--- src/rtl/multisim_apb_arb_pkg.sv ---
// Shared types and the round-robin pick helper for the multisim APB arbiter family.
package multisim_apb_arb_pkg;

  localparam int unsigned MAX_REQ = 16;

  typedef enum logic [1:0] {
    ARB_IDLE,
    ARB_SETUP,
    ARB_ACCESS,
    ARB_RESP
  } arb_state_t;

  typedef struct packed {
    logic [31:0] paddr;
    logic        pwrite;
    logic [31:0] pwdata;
    logic [3:0]  pstrb;
    logic [2:0]  pprot;
  } apb_req_s;

  typedef struct packed {
    logic [31:0] prdata;
    logic        pslverr;
  } apb_resp_s;

  // First valid index strictly after last, wrapping at n; returns last if nothing is valid.
  function automatic int unsigned rr_pick(input logic [MAX_REQ-1:0] vld,
                                          input int unsigned last,
                                          input int unsigned n);
    int unsigned pick;
    int unsigned cand;
    bit          found;
    pick  = last;
    found = 1'b0;
    for (int unsigned k = 1; k <= MAX_REQ; k++) begin
      cand = (last + k) % n;
      if (k <= n && !found && vld[cand[3:0]]) begin
        pick  = cand;
        found = 1'b1;
      end
    end
    return pick;
  endfunction

endpackage

--- src/rtl/multisim_rr_arbiter.sv ---
// Combinational round-robin pick: one-hot grant and index from the valid vector and last owner.
module multisim_rr_arbiter
  import multisim_apb_arb_pkg::*;
#(
  parameter int unsigned NUM_REQ = 2,
  parameter int unsigned IDX_W   = (NUM_REQ > 1) ? $clog2(NUM_REQ) : 1
) (
  input  logic [NUM_REQ-1:0] vld_i,
  input  logic [IDX_W-1:0]   last_i,
  output logic [NUM_REQ-1:0] gnt_o,
  output logic [IDX_W-1:0]   gnt_idx_o
);

  logic [MAX_REQ-1:0] vld_ext;

  always_comb begin
    vld_ext                = '0;
    vld_ext[NUM_REQ-1:0]   = vld_i;
    gnt_idx_o              = IDX_W'(rr_pick(vld_ext, 32'(last_i), NUM_REQ));
    gnt_o                  = '0;
    if (|vld_i) gnt_o[gnt_idx_o] = 1'b1;
  end

endmodule

--- src/rtl/multisim_apb_arbiter.sv ---
// Round-robin arbiter sharing one APB manager port between NUM_REQ valid/ready requesters,
// with a held response per transfer and a sticky ACCESS-phase timeout flag.
module multisim_apb_arbiter
  import multisim_apb_arb_pkg::*;
#(
  parameter type         apb_req_t      = apb_req_s,
  parameter type         apb_resp_t     = apb_resp_s,
  parameter int unsigned NUM_REQ        = 2,
  parameter int unsigned TIMEOUT_CYCLES = 0,
  parameter int unsigned IDX_W          = (NUM_REQ > 1) ? $clog2(NUM_REQ) : 1
) (
  input  logic                     clk,
  input  logic                     rst,
  input  logic      [NUM_REQ-1:0]  i_req_vld,
  output logic      [NUM_REQ-1:0]  o_req_rdy,
  input  apb_req_t  [NUM_REQ-1:0]  i_req,
  output logic      [NUM_REQ-1:0]  o_rsp_vld,
  input  logic      [NUM_REQ-1:0]  i_rsp_rdy,
  output apb_resp_t                o_rsp,
  output apb_req_t                 o_apb_m_req,
  output logic                     o_apb_m_psel,
  output logic                     o_apb_m_penable,
  input  logic                     i_apb_m_pready,
  input  apb_resp_t                i_apb_m_resp,
  output logic      [IDX_W-1:0]    o_grant_idx,
  output logic                     o_timeout
);

  localparam int unsigned      CNT_W     = (TIMEOUT_CYCLES > 0) ? $clog2(TIMEOUT_CYCLES + 1) : 1;
  localparam logic [CNT_W-1:0] CNT_LIMIT = CNT_W'(TIMEOUT_CYCLES);

  arb_state_t         state_q, state_d;
  logic [IDX_W-1:0]   grant_q, grant_d;
  logic [IDX_W-1:0]   last_q, last_d;
  apb_req_t           req_q, req_d;
  apb_resp_t          resp_q, resp_d;
  logic [CNT_W-1:0]   cnt_q, cnt_d;
  logic               timeout_q, timeout_d;
  logic [NUM_REQ-1:0] pick_gnt;
  logic [IDX_W-1:0]   pick_idx;

  multisim_rr_arbiter #(
    .NUM_REQ (NUM_REQ),
    .IDX_W   (IDX_W)
  ) u_rr (
    .vld_i     (i_req_vld),
    .last_i    (last_q),
    .gnt_o     (pick_gnt),
    .gnt_idx_o (pick_idx)
  );

  always_ff @(posedge clk) begin
    if (rst) begin
      state_q   <= ARB_IDLE;
      grant_q   <= '0;
      last_q    <= IDX_W'(NUM_REQ - 1);
      req_q     <= '0;
      resp_q    <= '0;
      cnt_q     <= '0;
      timeout_q <= 1'b0;
    end else begin
      state_q   <= state_d;
      grant_q   <= grant_d;
      last_q    <= last_d;
      req_q     <= req_d;
      resp_q    <= resp_d;
      cnt_q     <= cnt_d;
      timeout_q <= timeout_d;
    end
  end

  always_comb begin
    state_d         = state_q;
    grant_d         = grant_q;
    last_d          = last_q;
    req_d           = req_q;
    resp_d          = resp_q;
    cnt_d           = cnt_q;
    timeout_d       = timeout_q;
    o_req_rdy       = '0;
    o_rsp_vld       = '0;
    o_apb_m_psel    = 1'b0;
    o_apb_m_penable = 1'b0;
    unique case (state_q)
      ARB_IDLE: begin
        if (|i_req_vld) begin
          o_req_rdy = pick_gnt;
          req_d     = i_req[pick_idx];
          grant_d   = pick_idx;
          state_d   = ARB_SETUP;
        end
      end
      ARB_SETUP: begin
        o_apb_m_psel = 1'b1;
        cnt_d        = '0;
        state_d      = ARB_ACCESS;
      end
      ARB_ACCESS: begin
        o_apb_m_psel    = 1'b1;
        o_apb_m_penable = 1'b1;
        if (i_apb_m_pready) begin
          resp_d  = i_apb_m_resp;
          state_d = ARB_RESP;
        end else if (TIMEOUT_CYCLES != 0 && cnt_q != CNT_LIMIT) begin
          // Keep waiting: APB has no abort, the flag only reports the stall.
          cnt_d = cnt_q + CNT_W'(1);
          if (cnt_d == CNT_LIMIT) timeout_d = 1'b1;
        end
      end
      ARB_RESP: begin
        o_rsp_vld[grant_q] = 1'b1;
        if (i_rsp_rdy[grant_q]) begin
          last_d  = grant_q;
          state_d = ARB_IDLE;
        end
      end
      default: state_d = ARB_IDLE;
    endcase
  end

  assign o_apb_m_req = req_q;
  assign o_rsp       = resp_q;
  assign o_grant_idx = grant_q;
  assign o_timeout   = timeout_q;

endmodule

--- config.mk ---
export PLATFORM = sky130hd
export DESIGN_NAME = multisim_apb_arbiter
export DESIGN_NICKNAME = d
export VERILOG_FILES = /design/src/rtl/multisim_apb_arb_pkg.sv /design/src/rtl/multisim_rr_arbiter.sv /design/src/rtl/multisim_apb_arbiter.sv
export SDC_FILE = /design/constraint.sdc
export NUM_CORES = 1
export LEC_CHECK = 0
export CAP_MARGIN = 20
export CORE_AREA = 2 2 116 118
export CTS_CLUSTER_DIAMETER = 80
export DETAILED_ROUTE_END_ITERATION = 16
export DIE_AREA = 0 0 118 120
export PLACE_DENSITY = 0.83
export SYNTH_ARGS = -nofsm -noshare
export SYNTH_HDL_FRONTEND = slang
export SYNTH_SLANG_ARGS = --single-unit
--- constraint.sdc ---
create_clock -name clk -period 2.31 [get_ports clk]
set_clock_uncertainty 0.05 [all_clocks]
set_input_delay 0.462 -clock clk [delete_from_list [all_inputs] [get_ports clk]]
set_output_delay 0.462 -clock clk [all_outputs]
set_load 0.02 [all_outputs]
==> results_dict.tcl <==
set metrics [dict create \
    status "complete, no violations" \
    critPathCaptureType "output pin" \
    cts.sinks 109 \
    grt-ovfl-total 0 \
    coreArea_um2 13000 \
    hold_path.class "reg -> reg" \
    grt_pass1_wl_mm 27.0 \
    dp_slack_ns -0.206 \
    cp.arrival_ns 1.73 \
    syn2layout_area_growth_pct 71.7 \
    firstDrtPassIters 5 \
    track_usage_pct 23.6 \
    syn_avg_cell_area_um2 7.96 \
    io_pins 297 \
    syn_inst 599 \
    port_buffers 295 \
    fillers 1119 \
    grt_pass1_vias 5325 \
    slew_viol_final 0 \
    crit_chain "clkdlybuf4s50_1 > buf_4 > o21a_4 > nand3_1 > inv_1 > clkdlybuf4s15_1" \
    power_density_nw_per_um2 1060 \
    htreeDepth 3 \
    start_kind "input port" \
    p_switching_uw 3420 \
    ff2ff_path_depth 4 \
    dieArea_um2 14200 \
    multi_input_area_um2 2270 \
    cp-endpoint "o_req_rdy[1]" \
    start_util_pct 36.7 \
    postRouteAntennaNets 0 \
    grt_max_degree 99 \
    yosys_register_bits 109 \
    crit_required_ns 1.80 \
    r2r-end "o_apb_m_req[12]" \
    wl_per_cell_um 16.3 \
    clk_latency_ns 0.35 \
    netlist_area_um2 4770 \
    pwr-share-clk_pct 16.9 \
    fin_setup_tns_ns 0 \
    antenna_cells 0 \
    wirelength_mm 17.0 \
    slew_headroom_pct 46.5 \
    slowest_stage "clkdlybuf4s50_1" \
    leakage_uw 0.00293 \
    drc 0 \
    layout-drive-gt1-share_pct 5.32 \
    p_comb_share_pct 50.4 \
    crit_fanout 3 \
    cts_buffer_depth 2 \
    r2r_start "last_q" \
    seqCellArea_um2 2180 \
    cts-buffers-inserted 9 \
    whs_path_depth 2 \
    yosys.area.top_type "dfxtp_1" \
    dieHeight_um 120 \
    clkTransAtPathRegs_ns 0.07 \
    seqPwrFrac_pct 32.7 \
    rows 42 \
    antenna_found_initial 1 \
    fmax_mhz 445 \
    critPathMaxStageDelay_ns 0.45 \
    synth_warnings 0 \
    intPower_uw 5220 \
    final.setup.worst_slack_ns 0.0643 \
    finalNetCount 1048 \
    cts-root-buf "clkbuf_16" \
    synthTopCellsByArea "dfxtp_1 46%, a311oi_1 13%, nand3_1 7.7%" \
    hpwl_mm 12.0 \
    vias 5454 \
    critPathKind "in -> out" \
    dr.first_iter.drc_count 329 \
    finalHoldViolations 0 \
    rrSetupSlack_ns 0.28 \
    worstMarginPinSlew_ns 0.802 \
    yosysUniqueCellTypes 25 \
    synth_top_area_share_pct 45.8 \
    setup_viol 0 \
    period_share_pct 97.2 \
    place_congestion 0.819 \
    cts_tree "done" \
    cp-startpoint "i_req_vld[1]" \
    peakVddDrop_mv 0.531 \
    rsz0062_at_grt "false" \
    routed_via_density 5.24 \
    fin_crit_ns 2.25 \
    switching_share_pct 39.6 \
    die_x_um 118 \
    synth-seq-area-share_pct 45.8 \
    max_cap_violations 0 \
    synth_nets 787 \
]
final cells by class:
cell class / count / area share [%]
clock buffers: 9 / 2.75
clock inverters: 7 / 0.642
multi-input cells: 419 / 27.8
well taps: 176 / 2.69
flip-flops and latches: 109 / 26.7
inverters: 4 / 0.183
repair buffers: 317 / 39.3
flip-flops by register name, summed over array words and instances, names as in the netlist:
register / cells
o_grant_idx: 1
o_apb_m_req: 72
state_q: 2
last_q: 1
o_rsp: 33
cells by family after synthesis:
logic type	synth area share [%]
adders and majority gates	1.05
and+or+nand+nor	20.1
muxes	0.630
AOI/OAI and AO/OA	25.5
DFF	45.8
buffers and inverters	6.93
other	0.0786
through the flow:
stage | cell area (um2) | hold WS (ns) | power, uW | std cells | utilization, %
finish | 8190 | 0.403 | 8640 | 1041 | 63.1
global route | 8190 | 0.428 | 9150 | 1041 | 63.1
CTS | 8180 | 0.406 | 8710 | 1041 | 63.0
detailed placement | 7910 | 0.396 | 7230 | 1025 | 60.9
global placement | 7910 | 0.390 | 7150 | 1025 | 60.9
floorplan | 4770 | 0.416 | 5190 | 599 | -
worst min-delay path by stage:
| stage | startpoint | to | slack [ns] |
|---|---|---|---|
| after floorplan | state_q[0] | state_q[0] | 0.42 |
| after global placement | o_rsp[5] | o_rsp[5] | 0.39 |
| after detailed placement | o_rsp[8] | o_rsp[8] | 0.40 |
| after CTS | o_rsp[8] | o_rsp[8] | 0.41 |
| after global routing | o_rsp[3] | o_rsp[3] | 0.43 |
| final | o_rsp[20] | o_rsp[20] | 0.40 |
timing repair:
item / in CTS / in global routing
endpoints found under the setup margin: 2 / 4
pin swaps: 0 / 0
gates cloned: 0 / 0
gates resized for setup: 2 / 6
buffers inserted: 0 / 0
hold buffers: 0 / 0
synth_stat cells (all sizes together):
cell type / n
mux2i: 3
o21ai: 73
clkbuf: 27
or2: 1
conb: 1
nand2: 70
o21bai: 2
o21a: 1
a222oi: 1
inv: 4
buf: 40
ha: 4
nand2b: 3
nand3: 73
nor2b: 1
and2: 3
a311oi: 72
a21oi: 37
nor2: 74
dfxtp: 109
worst max-delay path, delay by kind of cell:
kind,cells,cell delay (ns)
AND/OR/NAND/NOR,1,0.13
buffers and inverters,4,0.94
AO/OA/AOI/OAI,1,0.21
routing by layer:
metal | share of wire [%] | up-vias | GRT usage, %
met3 | 6.9 | 36 | 6.75
met4 | 2.8 | 2 | 10.7
met1 | 40 | 2523 | 27.2
met2 | 50 | 222 | 40.7
li1 | - | 2671 | -
met5 | 0.076 | - | 0
power by group through the flow:
stage               Sequential, uW  Clock, uW  Combinational [uW]
finish                        2830       1460                4350
global route                  2900       1580                4670
global placement              2840          0                4310
CTS                           2830       1500                4380
floorplan                     3560          0                1630
detailed placement            2870          0                4360
cell usage in the layout (no fill, tap or decap):
cell type        synthesis  layout
clkbuf_16                0       9
o21ai_1                 40      40
a222oi_1                 1       1
conb_1                   1       1
dfxtp_1                109     109
and2_2                   0       1
inv_1                    4       4
nor2_1                  73      73
nand2_1                 70      69
a21oi_1                 37      37
buf_12                   0       8
o21a_4                   0       1
and2_1                   3       2
buf_4                    3      15
clkinvlp_4               0       7
clkbuf_2                 7       1
nor2_4                   0       1
dlymetal6s2s_1           0       2
or2_2                    0       1
ha_2                     0       1
ha_1                     4       3
nand2_2                  0       1
clkdlybuf4s15_1          0       1
clkdlybuf4s50_1          0     290
nor2b_1                  1       1
mux2i_1                  3       3
o21bai_1                 2       2
a311oi_1                72      72
nand3_1                 73      73
nand2b_1                 3       3
o21ai_0                 33      33
Note: power is estimated with default switching activity, not from simulation.
